### config.mk
export PLATFORM = sky130hd
export DESIGN_NAME = rs232_tx_ctrl
export DESIGN_NICKNAME = d
export VERILOG_FILES = /design/src/rtl/rs232_tx_ctrl.sv
export SDC_FILE = /design/constraint.sdc
export NUM_CORES = 1
export LEC_CHECK = 0
export CORE_MARGIN = 8
export CORE_UTILIZATION = 45
export CTS_CLUSTER_SIZE = 24
export DETAILED_ROUTE_END_ITERATION = 6
export PLACE_DENSITY = 0.75
export RECOVER_POWER = 100
export SYNTH_ARGS = -nofsm -noshare
export SYNTH_HDL_FRONTEND = slang
export SYNTH_SLANG_ARGS = --single-unit
### constraint.sdc
create_clock -name clk_ref -period 2 [get_ports clk_ref]
set_input_delay 0.6 -clock clk_ref [delete_from_list [all_inputs] [get_ports clk_ref]]
set_output_delay 0.6 -clock clk_ref [all_outputs]
set_load 0.005 [all_outputs]
### src/rtl/rs232_tx_ctrl.sv
// RS-232 transmit sequencer: round-robin grant between two requesters, byte capture,
// and busy window / bit-slot index generation at the configured baud rate.
module rs232_tx_ctrl #(
  parameter int CLK_FREQ  = 50_000_000,
  parameter int BAUD_RATE = 115200,
  parameter int BAUD_DIV  = CLK_FREQ / BAUD_RATE
) (
  input  logic       clk_ref,
  input  logic       rst_n,
  input  logic [1:0] i_req,
  input  logic [7:0] i_dat0,
  input  logic [7:0] i_dat1,
  output logic [1:0] o_ack,
  output logic       o_done,
  output logic       o_rs232_busy,
  output logic [3:0] o_ctrl_cnt,
  output logic [7:0] o_tx_dat
);

  localparam int BW = $clog2(BAUD_DIV);
  localparam logic [BW-1:0] BAUD_LAST = BW'(BAUD_DIV - 1);

  typedef enum logic {IDLE, SEND} state_t;

  state_t        state_reg;
  logic [BW-1:0] baud_reg;
  logic [3:0]    cnt_reg;
  logic          busy_reg;
  logic [7:0]    dat_reg;
  logic [1:0]    ack_reg;
  logic          done_reg;
  logic          last_reg;   // requester served by the most recent completed frame
  logic          gnt_reg;    // requester owning the frame in progress
  logic          gnt_next;

  // With both requesting, the one not served last wins; otherwise the lone requester.
  always_comb begin
    gnt_next = i_req[1];
    if (i_req == 2'b11) gnt_next = ~last_reg;
  end

  always_ff @(posedge clk_ref or negedge rst_n) begin
    if (!rst_n) begin
      state_reg <= IDLE;
      baud_reg  <= '0;
      cnt_reg   <= '0;
      busy_reg  <= 1'b0;
      dat_reg   <= '0;
      ack_reg   <= '0;
      done_reg  <= 1'b0;
      last_reg  <= 1'b1;
      gnt_reg   <= 1'b0;
    end else begin
      ack_reg  <= '0;
      done_reg <= 1'b0;
      case (state_reg)
        IDLE: begin
          if (i_req != 2'b00) begin
            state_reg <= SEND;
            busy_reg  <= 1'b1;
            cnt_reg   <= '0;
            baud_reg  <= '0;
            gnt_reg   <= gnt_next;
            dat_reg   <= gnt_next ? i_dat1 : i_dat0;
            ack_reg   <= gnt_next ? 2'b10 : 2'b01;
          end
        end
        SEND: begin
          if (baud_reg == BAUD_LAST) begin
            baud_reg <= '0;
            if (cnt_reg == 4'd9) begin
              // Always drop to IDLE for at least one cycle so the datapath sees a busy edge.
              state_reg <= IDLE;
              busy_reg  <= 1'b0;
              cnt_reg   <= '0;
              done_reg  <= 1'b1;
              last_reg  <= gnt_reg;
            end else begin
              cnt_reg <= cnt_reg + 4'd1;
            end
          end else begin
            baud_reg <= baud_reg + BW'(1);
          end
        end
        default: state_reg <= IDLE;
      endcase
    end
  end

  assign o_ack        = ack_reg;
  assign o_done       = done_reg;
  assign o_rs232_busy = busy_reg;
  assign o_ctrl_cnt   = cnt_reg;
  assign o_tx_dat     = dat_reg;

endmodule

==> results of run 1 <==
-- power by group through the flow --
| stage | logic (mW) | clock network [mW] | registers (mW) |
|---|---|---|---|
| 2_1_floorplan | 0.0167 | 0 | 0.594 |
| 3_3_place_gp | 0.0962 | 0 | 0.593 |
| 3_5_place_dp | 0.0983 | 0 | 0.593 |
| 4_1_cts | 0.0987 | 0.248 | 0.583 |
| 5_1_grt | 0.101 | 0.266 | 0.584 |
| 6_report | 0.0893 | 0.234 | 0.582 |
-- area by class of cell --
class	instances	share of cell area, %
sequential	28	39.9
multi-input combinational	82	32.1
timing repair buffer	42	22.5
tap	33	2.34
inverter	8	1.70
clock buffer	4	1.49
-- timing repair --
item,in CTS,in global routing
resized for setup,0,1
hold endpoints to repair,0,0
setup endpoints to repair,0,1
-- stage by stage --
stage	util (%)	TNS, ps
2_1_floorplan	-	0
3_3_place_gp	60.0	0
3_5_place_dp	60.0	-36.6
4_1_cts	60.9	0
5_1_grt	59.7	0
6_report	59.7	0
-- cell families (layout without fill, tap and decap cells) --
kind of cell / Yosys count / in the layout / synth area share, %
mux: 5 / 5 / 3.78
buf+inv: 12 / 54 / 4.42
compound gates: 40 / 40 / 20.0
simple gates: 33 / 33 / 16.5
flops: 28 / 28 / 51.7
fa+ha+maj: 4 / 4 / 3.68
-- per-layer routing --
metal  up-vias  part of all wire [%]  global-route usage [%]
met3         2                   8.7                    5.23
li1        531                     -                       -
met1       531                    43                    15.1
met2        33                    48                    21.0
met5         -                     0                       0
met4         0                  0.63                    3.00
-- worst min-delay path by stage --
| stage | from | end | slack [ps] | cells after the start |
|---|---|---|---|---|
| 3_5_place_dp | o_tx_dat[5] | o_tx_dat[5] | 480 | 2 |
| 3_3_place_gp | o_tx_dat[3] | o_tx_dat[3] | 460 | 2 |
| 4_1_cts | o_tx_dat[5] | o_tx_dat[5] | 510 | 2 |
| 6_report | o_tx_dat[5] | o_tx_dat[5] | 500 | 2 |
| 5_1_grt | o_tx_dat[3] | o_tx_dat[3] | 520 | 2 |
| 2_1_floorplan | rst_n | baud_reg[0] | 300 | 0 |
-- cells in the final DEF (no fill, tap or decap), types with 3 or more instances in the layout --
cell type / netlist / routed
sky130_fd_sc_hd__a31oi_1: 6 / 6
sky130_fd_sc_hd__a222oi_1: 4 / 4
sky130_fd_sc_hd__nand2b_1: 3 / 3
sky130_fd_sc_hd__clkdlybuf4s50_1: 0 / 21
sky130_fd_sc_hd__ha_1: 4 / 4
sky130_fd_sc_hd__mux2i_1: 4 / 4
sky130_fd_sc_hd__inv_1: 8 / 8
sky130_fd_sc_hd__nand3_1: 3 / 3
sky130_fd_sc_hd__a21oi_1: 4 / 4
sky130_fd_sc_hd__nor2_1: 3 / 3
sky130_fd_sc_hd__buf_4: 0 / 3
sky130_fd_sc_hd__dlygate4sd3_1: 0 / 14
sky130_fd_sc_hd__clkbuf_4: 0 / 5
sky130_fd_sc_hd__nand2_1: 12 / 12
sky130_fd_sc_hd__o21ai_0: 12 / 12
sky130_fd_sc_hd__dfrtp_1: 27 / 26
sky130_fd_sc_hd__o21a_1: 3 / 3
==> results.txt, run 1 <==
The hold-fix buffer count after cts is 0. The number of design rule violations left after detail routing came out at 0. After detailed routing, the average wire length per cell comes to 15.4 um. The total overflow reported by the global router came out at 0.

STA classifies the critical path startpoint as a flop. The worst min-delay path class is flop to flop. The effective utilization at floorplan came out at 46.0%. In this run the static leakage power is 0.845 nW. Power spread over the standard cell area amounts to 513 nW/um2. The worst path required time came out at 1400 ps.

The post-CTS setup repair buffer count is 0. The number of flip-flops under the largest register name is 9. The number of placed I/O pins is 36. The count of pins over their slew limit is 0.

The fraction of the yosys area taken by sequential cells is 51.7%. The total routing usage reported by global routing came out at 12.8%. The largest individual stage delay along the critical path comes from the cell sky130_fd_sc_hd__dlygate4sd3_1. The arrival time at the worst endpoint came out at 1320 ps.

The number of filler instances in the final layout is 253. TritonCTS built the clock tree. The commonest cells after synthesis are 27 x sky130_fd_sc_hd__dfrtp_1, 12 x sky130_fd_sc_hd__nand2_1, 12 x sky130_fd_sc_hd__o21ai_0.

The combined area of all synthesized cells came out at 1360 um2. The endpoint of the most critical setup path is o_tx_dat[3]. The average size of a mapped cell is 11.1 um2. For this design, the sink count on the clock tree is 28. The path depth of the worst reg2reg path is 5. The area of the placeable core is 2950 um2.

The category of cells accounting for the largest share of critical-path delay is buffers and inverters. In this run switching power makes up 21.3% of total power. The count of antenna-violating nets left after detailed routing is 0.

The first routing iteration left 56 violations. The vias per cell came out at 5.57. Among all cell types in the netlist, the one instantiated most often is sky130_fd_sc_hd__dfrtp_1.

The final setup skew is 11.8 ps. The post-route worst setup slack came out at 80.1 ps. By area the synthesized netlist is led by sky130_fd_sc_hd__dfrtp_1 50%, sky130_fd_sc_hd__o21ai_0 4.4%, sky130_fd_sc_hd__ha_1 3.7%. The count of endpoints failing hold in the final timing report came out at 0. For this run, the top clock speed supported by timing is 521 MHz.

The actual transition at the worst max-transition pin came out at 674 ps. The peak supply drop is 0.292 mV. The finished cells cover 1760 um2.

The half-perimeter wire length of the detailed placement result came out at 2400 um. CTS built an H-tree with a depth of 1. The post-place setup slack came out at -20.0 ps. Row generation in the floorplan step produced 20 rows.

The die area is 5030 um2. Registers take 703 um2. The x dimension of the die is 71.0 um. The wire length of the first global-routing pass is 5320 um. The tree is rooted in a sky130_fd_sc_hd__clkbuf_4. The start point of the critical path is o_tx_dat[3]. The post-synthesis instance total came out at 122. The instance area after placement is 1770 um2.

The number of flops mapped to enable cells by yosys came out at 0. The synthesized design spends more area on one cell type than any other, namely sky130_fd_sc_hd__dfrtp_1. The number of endpoints failing setup at the final stage came out at 0. The number of warning messages in the yosys log came out at 0.

The clock-pin slew on the worst setup and hold paths came out at 150 ps. The cell total after placement is 193. The flow ran to the end, and the final reports show no timing, DRC or antenna violations. The internal reg-to-reg setup slack is 180 ps. The iteration count of the initial detailed-routing pass came out at 4.

The count of cell types in the netlist is 38. The critical path goes through dlygate4sd3_1. In the final layout, the multi-input gates occupy 567 um2.

The critical path is of the flop to output pin type. The number of buffers between clock root and the deepest sink is 2. The relative slew slack came out at 55.1%. The clock network power share is 25.9%.

The largest net degree at the start of global routing is 29. The buffering stage count on the worst path with inverters included is 1. The fraction of power consumed by combinational cells is 9.9%. The final hold slack came out at 500 ps. The portion of synthesized cell area occupied by the leading cell type came out at 49.7%. Setup repair after global routing left no endpoint under its margin.

The top fanout value on the critical path came out at 2. The count of non-filler cells in the finished layout came out at 197. The completed layout was analyzed and its total power is 0.906 mW.

STA classifies the critical path endpoint as an output pin. The final layout contains routed wiring with a total length of 3030 um. Of all flip-flops after synthesis, the portion carrying an async set or reset was 100%. From synthesis to final layout, the design area changed by 29.8%. Across the run, the number of max-cap violations was 0. In this run the number of cells on the critical path is 1. The highest cell delay on the worst timing path came out at 590 ps. For this run, the leading register cell type out of synthesis is sky130_fd_sc_hd__dfrtp_1. The clock latency on the worst-skew pair is 320 ps. The switching power came out at 0.193 mW.

The number of buffers added by the clock tree synthesis step is 3. The part of the cycle the worst path needs came out at 96.0%. The time the worst path needs with I/O delays and setup is 1920 ps. The total internal power came out at 0.713 mW. The via count of the first global-routing pass came out at 1212. In the final layout, the share of cells above drive strength 1 is 9.15%.

Counting every net in the synthesized netlist gives 146. The number of port buffers is 35. 0 antenna diodes ended up in the layout.

The number of nets in the layout came out at 189. The initial antenna violation count came out at 0. The worst register-to-register path ends at last_reg.

In this run the critical register-to-register path is launched from baud_reg[1]. The total via count in the routed design is 1097. The register share of total power came out at 64.3%. The final weighted congestion in routability-driven placement came out at 0.828. The height of the chip came out at 71.0 um. The number of synthesized register bits is 28.
No activity file was read; power rests on OpenSTA's default activity.
==> inputs of run 2 (changes only) <==
--- a/config.mk
+++ b/config.mk
@@ -5,12 +5,15 @@
 export SDC_FILE = /design/constraint.sdc
 export NUM_CORES = 1
 export LEC_CHECK = 0
+export CAP_MARGIN = 25
 export CORE_MARGIN = 8
 export CORE_UTILIZATION = 45
 export CTS_CLUSTER_SIZE = 24
 export DETAILED_ROUTE_END_ITERATION = 6
 export PLACE_DENSITY = 0.75
 export RECOVER_POWER = 100
+export SETUP_SLACK_MARGIN = 0.15
+export SLEW_MARGIN = 20
 export SYNTH_ARGS = -nofsm -noshare
 export SYNTH_HDL_FRONTEND = slang
 export SYNTH_SLANG_ARGS = --single-unit
==> results.txt, run 2 (same netlist as run 1, synthesis figures left out) <==
The final setup skew came out at 15.1 ps (was 11.8 ps). The initial antenna violation count is 0 (unchanged). The buffering stage count on the worst path with inverters included is 1 (unchanged). The clock latency on the worst-skew pair came out at 330 ps (was 320 ps). The switching share of total power came to 21.6% (was 21.3%).

The violation count after the first detailed-routing iteration came out at 52 (was 56). The worst min-delay path class is flop to flop (unchanged). The type of the worst setup path was flop to output pin (unchanged). The number of filler instances in the final layout is 252 (was 253). The startpoint of the worst register-to-register path is o_ctrl_cnt[0] (was baud_reg[1]). The effective utilization at floorplan is 46.0% (unchanged). The root buffer cell is sky130_fd_sc_hd__clkbuf_4 (unchanged). The routed wire length came out at 3160 um (was 3030 um). The arrival time at the worst endpoint is 1270 ps (was 1320 ps).

The count of antenna-violating nets left after detailed routing was 0 (unchanged). The power per unit of standard cell area is 501 nW/um2 (was 513 nW/um2). The routed wirelength normalized by instance count came to 15.6 um (was 15.4 um). The fraction of layout cells with a size suffix above 1 is 13.0% (was 9.15%). The cell row count came out at 20 (unchanged).

The cell at the slowest stage of the critical path is sky130_fd_sc_hd__dlygate4sd3_1 (unchanged). The count of non-filler cells in the finished layout came out at 202 (was 197). The number of buffers between clock root and the deepest sink is 2 (unchanged). The internal reg-to-reg setup slack came out at 200 ps (was 180 ps).

The top fanout value on the critical path is 1 (was 2). The vias per cell came to 5.54 (was 5.57). The wire length of the first global-routing pass is 5430 um (was 5320 um). The relative slew slack is 53.7% (was 55.1%). The leakage power came out at 0.861 nW (was 0.845 nW). The peak supply drop is 0.293 mV (was 0.292 mV). The path depth of the worst reg2reg path is 6 (was 5). The height of the chip is 71.0 um (unchanged).

The CTS tree is done (unchanged). The total via count in the routed design came out at 1120 (was 1097). The clock-pin slew on the worst setup and hold paths was 150 ps (about the same). The highest cell delay on the worst timing path is 570 ps (was 590 ps).

The layout overhead on the synthesized area is 34.2% (was 29.8%). The maximum level of the CTS H-tree is 1 (unchanged). The sort of element at the start of the critical path was a flop (unchanged). The number of design rule violations left after detail routing came out at 0 (unchanged). The end point of the worst hold path is o_tx_dat[4] (was o_tx_dat[5]).

The cell total after placement is 193 (unchanged). The largest net degree at the start of global routing came out at 29 (unchanged). The total internal power was 0.716 mW (was 0.713 mW). The time the worst path needs with I/O delays and setup came out at 1870 ps (was 1920 ps). The via count of the first global-routing pass came to 1223 (was 1212). The number of flip-flops under the largest register name is 9 (unchanged). The number of nets in the layout is 194 (was 189). The start point of the worst min-delay path is o_tx_dat[4] (was o_tx_dat[5]). The count of pins over their slew limit is 0 (unchanged). The final total power is 0.913 mW (was 0.906 mW). The category of cells accounting for the largest share of critical-path delay is buffers and inverters (unchanged). The final antenna diode count is 0 (unchanged). The clock network power share came to 25.9% (about the same). The area of the placeable core came out at 2950 um2 (unchanged). Most used cells in the layout excluding fill and tap cells: 27 x sky130_fd_sc_hd__dfrtp_1, 19 x sky130_fd_sc_hd__clkdlybuf4s50_1, 12 x sky130_fd_sc_hd__nand2_1, 12 x sky130_fd_sc_hd__o21ai_0, 11 x sky130_fd_sc_hd__clkdlybuf4s25_1 (was 26 x sky130_fd_sc_hd__dfrtp_1, 21 x sky130_fd_sc_hd__clkdlybuf4s50_1, 14 x sky130_fd_sc_hd__dlygate4sd3_1, 12 x sky130_fd_sc_hd__nand2_1, 12 x sky130_fd_sc_hd__o21ai_0). The max-capacitance violation count is 0 (unchanged). The final weighted congestion in routability-driven placement came to 0.828 (unchanged). The highest clock rate came out at 535 MHz (was 521 MHz).

Setup repair after global routing missed its margin: false (unchanged). The number of stages on the worst hold path is 2 (unchanged). The CTS sink count is 28 (unchanged).

The switching power is 0.198 mW (was 0.193 mW). The actual transition at the worst max-transition pin came out at 694 ps (was 674 ps). The worst path required time is 1400 ps (about the same). Series of cell instances along the critical path: dlygate4sd3_1 (unchanged).

The number of endpoints failing setup at the final stage came out at 0 (unchanged). The endpoint kind of the worst setup timing path was an output pin (unchanged). The die area is 5030 um2 (unchanged). The register share of total power was 63.8% (was 64.3%).

The capturing point of the worst reg2reg path is o_ctrl_cnt[3] (was last_reg). The half-perimeter wire length of the detailed placement result is 2400 um (unchanged). The part of the cycle the worst path needs came out at 93.5% (was 96.0%). The total overflow reported by the global router is 0 (unchanged). The count of endpoints failing hold in the final timing report is 0 (unchanged). Result of the run: finished, final reports clean (unchanged). The iteration count of the initial detailed-routing pass came out at 4 (unchanged). The most common library cell in the layout ignoring fill and taps is sky130_fd_sc_hd__dfrtp_1 (unchanged). The number of port buffers came out at 35 (unchanged). The x dimension of the die is 71.0 um (unchanged). The number of buffers added by the clock tree synthesis step came out at 3 (unchanged). The number of placed I/O pins is 36 (unchanged). The total routing usage reported by global routing came out at 13.1% (was 12.8%). The fraction of power consumed by combinational cells came to 10.3% (was 9.9%). The final cell utilization of the core is 61.7% (was 59.7%).
run 2: timing repair:
action	in CTS	in global routing
resized for setup	1	11
endpoints found under the hold margin	0	0
hold buffers	0	0
buffers inserted	4	1
endpoints found under the setup margin	4	11
run 2: worst max path at each step:
stage	from	endpoint	slack, ps	depth (start not counted)
4_1_cts	o_ctrl_cnt[0]	o_ctrl_cnt[0]	140	1
5_1_grt	o_ack[0]	o_ack[0]	80	1
6_report	o_ack[1]	o_ack[1]	130	1
2_1_floorplan	baud_reg[1]	o_ctrl_cnt[3]	410	6
3_5_place_dp	i_req[0]	o_ctrl_cnt[3]	-20	4
3_3_place_gp	i_req[1]	o_ctrl_cnt[2]	30	5
run 2: per-layer routing:
| layer | vias to the layer above | share of wire [%] | global-route usage (%) |
|---|---|---|---|
| li1 | 541 | - | - |
| met5 | - | 0 | 0 |
| met1 | 548 | 43 | 15.7 |
| met2 | 29 | 49 | 21.6 |
| met4 | 0 | 0.60 | 2.77 |
| met3 | 2 | 7.9 | 5.23 |
run 2: power by group through the flow:
stage / Combinational [mW] / Sequential (mW) / Clock (mW)
6_report: 0.0940 / 0.583 / 0.237
5_1_grt: 0.105 / 0.585 / 0.267
2_1_floorplan: 0.0167 / 0.594 / 0
4_1_cts: 0.0987 / 0.583 / 0.248
3_5_place_dp: 0.0983 / 0.593 / 0
3_3_place_gp: 0.0962 / 0.593 / 0
run 2: final cells by class:
cell class,instances,area (um2),area share (%)
Timing Repair Buffer,47,437,24.0
Multi-Input combinational cell,82,587,32.2
Inverter,8,30.0,1.65
Tap cell,33,41.3,2.26
Clock buffer,4,26.3,1.44
Sequential cell,28,702,38.5
run 2: through the flow:
stage	cell area (um2)	TNS (ps)	hold WS, ps	setup WS, ps
floorplan	1360	0	304	408
CTS	1830	0	511	144
global route	1820	0	527	83.8
global placement	1770	0	464	29.5
detailed placement	1770	-36.6	476	-20.0
finish	1820	0	509	131
